### src/rtl/ld_ud_counter.sv
// Loadable up/down binary counter with count enable, combinational terminal
// count (tc) and a registered carry/borrow flag (co) that records a wrap.
module ld_ud_counter #(
   parameter int unsigned WIDTH = 4
) (
   input  logic             clk,
   input  logic             reset,
   input  logic             load,
   input  logic             en,
   input  logic             up,
   input  logic [WIDTH-1:0] d_in,
   output logic [WIDTH-1:0] q,
   output logic             tc,
   output logic             co
);

   logic [WIDTH-1:0] q_q, q_d;
   logic             co_q, co_d;
   logic [WIDTH:0]   step_sum;
   logic             step_carry;

   // One WIDTH-bit adder/subtractor; its extra MSB is the carry (up) or the
   // borrow (down, 0 - 1 sets the top bit), which is the source of co.
   always_comb begin
      step_sum = '0;
      if (up) begin
         step_sum = {1'b0, q_q} + {{WIDTH{1'b0}}, 1'b1};
      end else begin
         step_sum = {1'b0, q_q} - {{WIDTH{1'b0}}, 1'b1};
      end
      step_carry = step_sum[WIDTH];
   end

   always_comb begin
      q_d  = q_q;
      co_d = 1'b0;
      if (load) begin
         q_d = d_in;
      end else if (en) begin
         q_d  = step_sum[WIDTH-1:0];
         co_d = step_carry;
      end
   end

   always_ff @(posedge clk) begin
      if (reset) begin
         q_q  <= '0;
         co_q <= 1'b0;
      end else begin
         q_q  <= q_d;
         co_q <= co_d;
      end
   end

   assign q  = q_q;
   assign co = co_q;
   assign tc = en & ~load & (up ? (q_q == '1) : (q_q == '0));

endmodule

### config.mk
export PLATFORM = sky130hd
export DESIGN_NAME = ld_ud_counter
export DESIGN_NICKNAME = d
export VERILOG_FILES = /design/src/rtl/ld_ud_counter.sv
export SDC_FILE = /design/constraint.sdc
export NUM_CORES = 1
export LEC_CHECK = 0
export ABC_CLOCK_PERIOD_IN_PS = 2100
export CAP_MARGIN = 20
export CELL_PAD_IN_SITES_DETAIL_PLACEMENT = 0
export CELL_PAD_IN_SITES_GLOBAL_PLACEMENT = 1
export CORE_AREA = 2 2 39 41
export CTS_BUF_LIST = sky130_fd_sc_hd__clkbuf_4
export DETAILED_ROUTE_END_ITERATION = 8
export DIE_AREA = 0 0 41 43
export PLACE_DENSITY_LB_ADDON = 0.1
export SLEW_MARGIN = 20
export SYNTH_ARGS = -nofsm -noshare
export SYNTH_HDL_FRONTEND = slang
export SYNTH_SLANG_ARGS = --single-unit
### constraint.sdc
create_clock -name clk -period 2.1 [get_ports clk]
set_clock_uncertainty 0.1 [all_clocks]
set_input_delay 0.315 -clock clk [delete_from_list [all_inputs] [get_ports clk]]
set_output_delay 0.315 -clock clk [all_outputs]
set_load 0.05 [all_outputs]
==> results <==
## metal layers
layer | GRT usage (%) | vias up | share of wire (%)
met5 | 0 | - | 0
met4 | 4.00 | 0 | 0
met3 | 3.14 | 0 | 5.7
met2 | 20.6 | 11 | 51
met1 | 18.1 | 175 | 44
li1 | - | 195 | -
## cells in the final DEF (no fill, tap or decap), drive strengths merged, types with 2 or more instances in the layout
cell,n
a21oi,7
ha,3
nand3,2
xnor2,3
clkbuf,4
dfxtp,5
buf,6
nor2,7
clkdlybuf4s50,13
## layout make-up
type / count / area, µm² / area share [%]
Clock buffer: 4 / 30.0 / 5.08
Inverter: 1 / 3.75 / 0.636
Multi-Input combinational cell: 35 / 249 / 42.2
Sequential cell: 5 / 100 / 16.9
Tap cell: 16 / 20.0 / 3.39
Timing Repair Buffer: 19 / 188 / 31.8
## worst paths after layout
path | start | to | slack, ns | cells after the start
max | q[0]$_SDFFE_PP0P_ | q[0] | 0.1 | 1
max reg2reg | q[0]$_SDFFE_PP0P_ | co$_SDFF_PP0_ | 0.48 | 5
min | d_in[2] | q[2]$_SDFFE_PP0P_ | 0.59 | 3
min reg2reg | q[2]$_SDFFE_PP0P_ | q[2]$_SDFFE_PP0P_ | 0.62 | 4
## registers in the layout, summed over array words and instances (netlist names)
name  cells
q         4
co        1
## synthesized netlist by cell type (all sizes together)
master | n | area, µm²
nor2 | 7 | 26.3
nand2b | 1 | 6.26
a21boi | 1 | 7.51
mux2i | 1 | 10.0
nor3 | 1 | 5.00
nor4 | 1 | 6.26
buf | 1 | 5.00
o31a | 1 | 8.76
nand2 | 1 | 3.75
and3b | 1 | 8.76
clkbuf | 1 | 5.00
and3 | 1 | 6.26
inv | 1 | 3.75
a21o | 1 | 8.76
nor3b | 1 | 7.51
a21oi | 7 | 38.8
nand3 | 2 | 10.0
dfxtp | 5 | 100
a211oi | 1 | 7.51
ha | 3 | 37.5
fa | 1 | 20.0
xnor2 | 3 | 26.3
## power by group through the flow
stage / registers, mW / logic, mW / clock network, mW
2_1_floorplan: 0.136 / 0.0577 / 0
3_3_place_gp: 0.115 / 0.128 / 0
3_5_place_dp: 0.116 / 0.130 / 0
4_1_cts: 0.115 / 0.131 / 0.127
5_1_grt: 0.116 / 0.140 / 0.132
6_report: 0.114 / 0.129 / 0.124
## metrics by stage
stage          hold WS [ns]  area [µm²]
4_1_cts               0.595         591
3_3_place_gp          0.642         561
3_5_place_dp          0.625         561
5_1_grt               0.632         591
6_report              0.590         591
2_1_floorplan         0.287         363
## kinds of logic (layout without fill, tap and decap cells)
| group | Yosys count | after routing | share of synthesized area [%] |
|---|---|---|---|
| xor+xnor | 3 | 3 | 7.32 |
| compound gates | 11 | 11 | 19.9 |
| simple gates | 16 | 16 | 22.3 |
| mux | 1 | 1 | 2.79 |
| fa+ha+maj | 4 | 4 | 16.0 |
| flops | 5 | 5 | 27.9 |
| buf+inv | 3 | 24 | 3.83 |
## worst reg2reg max path: stages, from the launching register on
cell and delay (ns):
dfxtp_1 0.39, fa_1 0.46, a21o_2 0.21, a21oi_2 0.15, xnor2_1 0.13, nor3_1 0.06
==> impl_metrics.tcl <==
set metrics [dict create \
    fin_tns_setup_ns 0 \
    path_delay_family "buffers and inverters" \
    maxCapViolations 0 \
    syn_nets 56 \
    avgRoutedWirePerCell_um 12.3 \
    die_area_um2 1760 \
    drive_gt1_share_pct 20.3 \
    power_leakage_nw 0.248 \
    pre_cts_ws_ns -0.0615 \
    holdBufCountCts 0 \
    relSlewSlack_pct 66.9 \
    status "completed" \
    final.setup.worst_slack_ns 0.0987 \
    max_slew.worst_pin.slew_ns 0.495 \
    clock_sinks 5 \
    peakVddDrop_mv 0.212 \
    cts_buffers 3 \
    synth_warnings 0 \
    ys_ff_latch 5 \
    net-switching-power_mw 0.117 \
    path_buf_inv 1 \
    drt_wl_total_um 984 \
    comb_power_share_pct 35.2 \
    vias_per_cell 4.76 \
    dp.cells 76 \
    internal_power_mw 0.250 \
    track_usage_pct 13.5 \
    seq_area_frac_synth_pct 27.9 \
    stdcell_count 80 \
    firstDrtPassIters 3 \
    min_period_ns 2.00 \
    drtAntennaViolNets 0 \
    start_util_pct 25.9 \
    tritoncts "built" \
    utilization_pct 42.7 \
    cts_max_level 1 \
    syn-cell-area_um2 359 \
    cts-root-buf "clkbuf_4" \
    grt_max_degree 9 \
    rsz0062_at_grt "no" \
    crit_chain "clkdlybuf4s50_1" \
    route.detailed.drc 0 \
    worstHoldPathType "input pin to flop" \
    power.total_mw 0.367 \
    crit_type "flop to output port" \
    max_stage_delay_ns 0.86 \
    antennaDiodeCount 0 \
    grt_pass1_wl_um 1600 \
    antenna_found_initial 0 \
    synth_cells 43 \
    synth_cell_types 23 \
    dieWidth_um 41 \
    clk_path_buf_depth 2 \
    hold_viol 0 \
    grt_pass1_vias 357 \
    seqPwrFrac_pct 31.0 \
    fillerInstances 147 \
    syn_area_per_cell_um2 8.35 \
    fp.coreArea_um2 1380 \
    setup_violations 0 \
    first_iter_violations 7 \
    io_pins 15 \
    clk_pin_slew_worst_paths_ns 0.05 \
    cts_resized 0 \
    cts_setup_buffers 0 \
    dp_hpwl_um 798 \
    grt-ovfl-total 0 \
    slew_viol_final 0 \
    arrival_ns 1.59 \
    area_growth_pct 64.5 \
    port_buffers 14 \
    num_vias 381 \
    cp_slowest_cell "clkdlybuf4s50_1" \
    fmax_ghz 0.500 \
    fp.dieH_um 43 \
    crit_path_end_kind "output port" \
    p_clk_share_pct 33.8 \
    clock_latency_ns 0.24 \
    rows 14 \
    period_share_pct 95.3 \
    fin_nets 78 \
    worstSetupStartpointType "flop" \
    p_per_area_nw_per_um2 622 \
    swShare_pct 31.8 \
    worstPathMaxFanout 6 \
    cp.required_ns 1.68 \
    routabilityCongestion 0.639 \
]
Note: power is estimated with default switching activity, not from simulation.
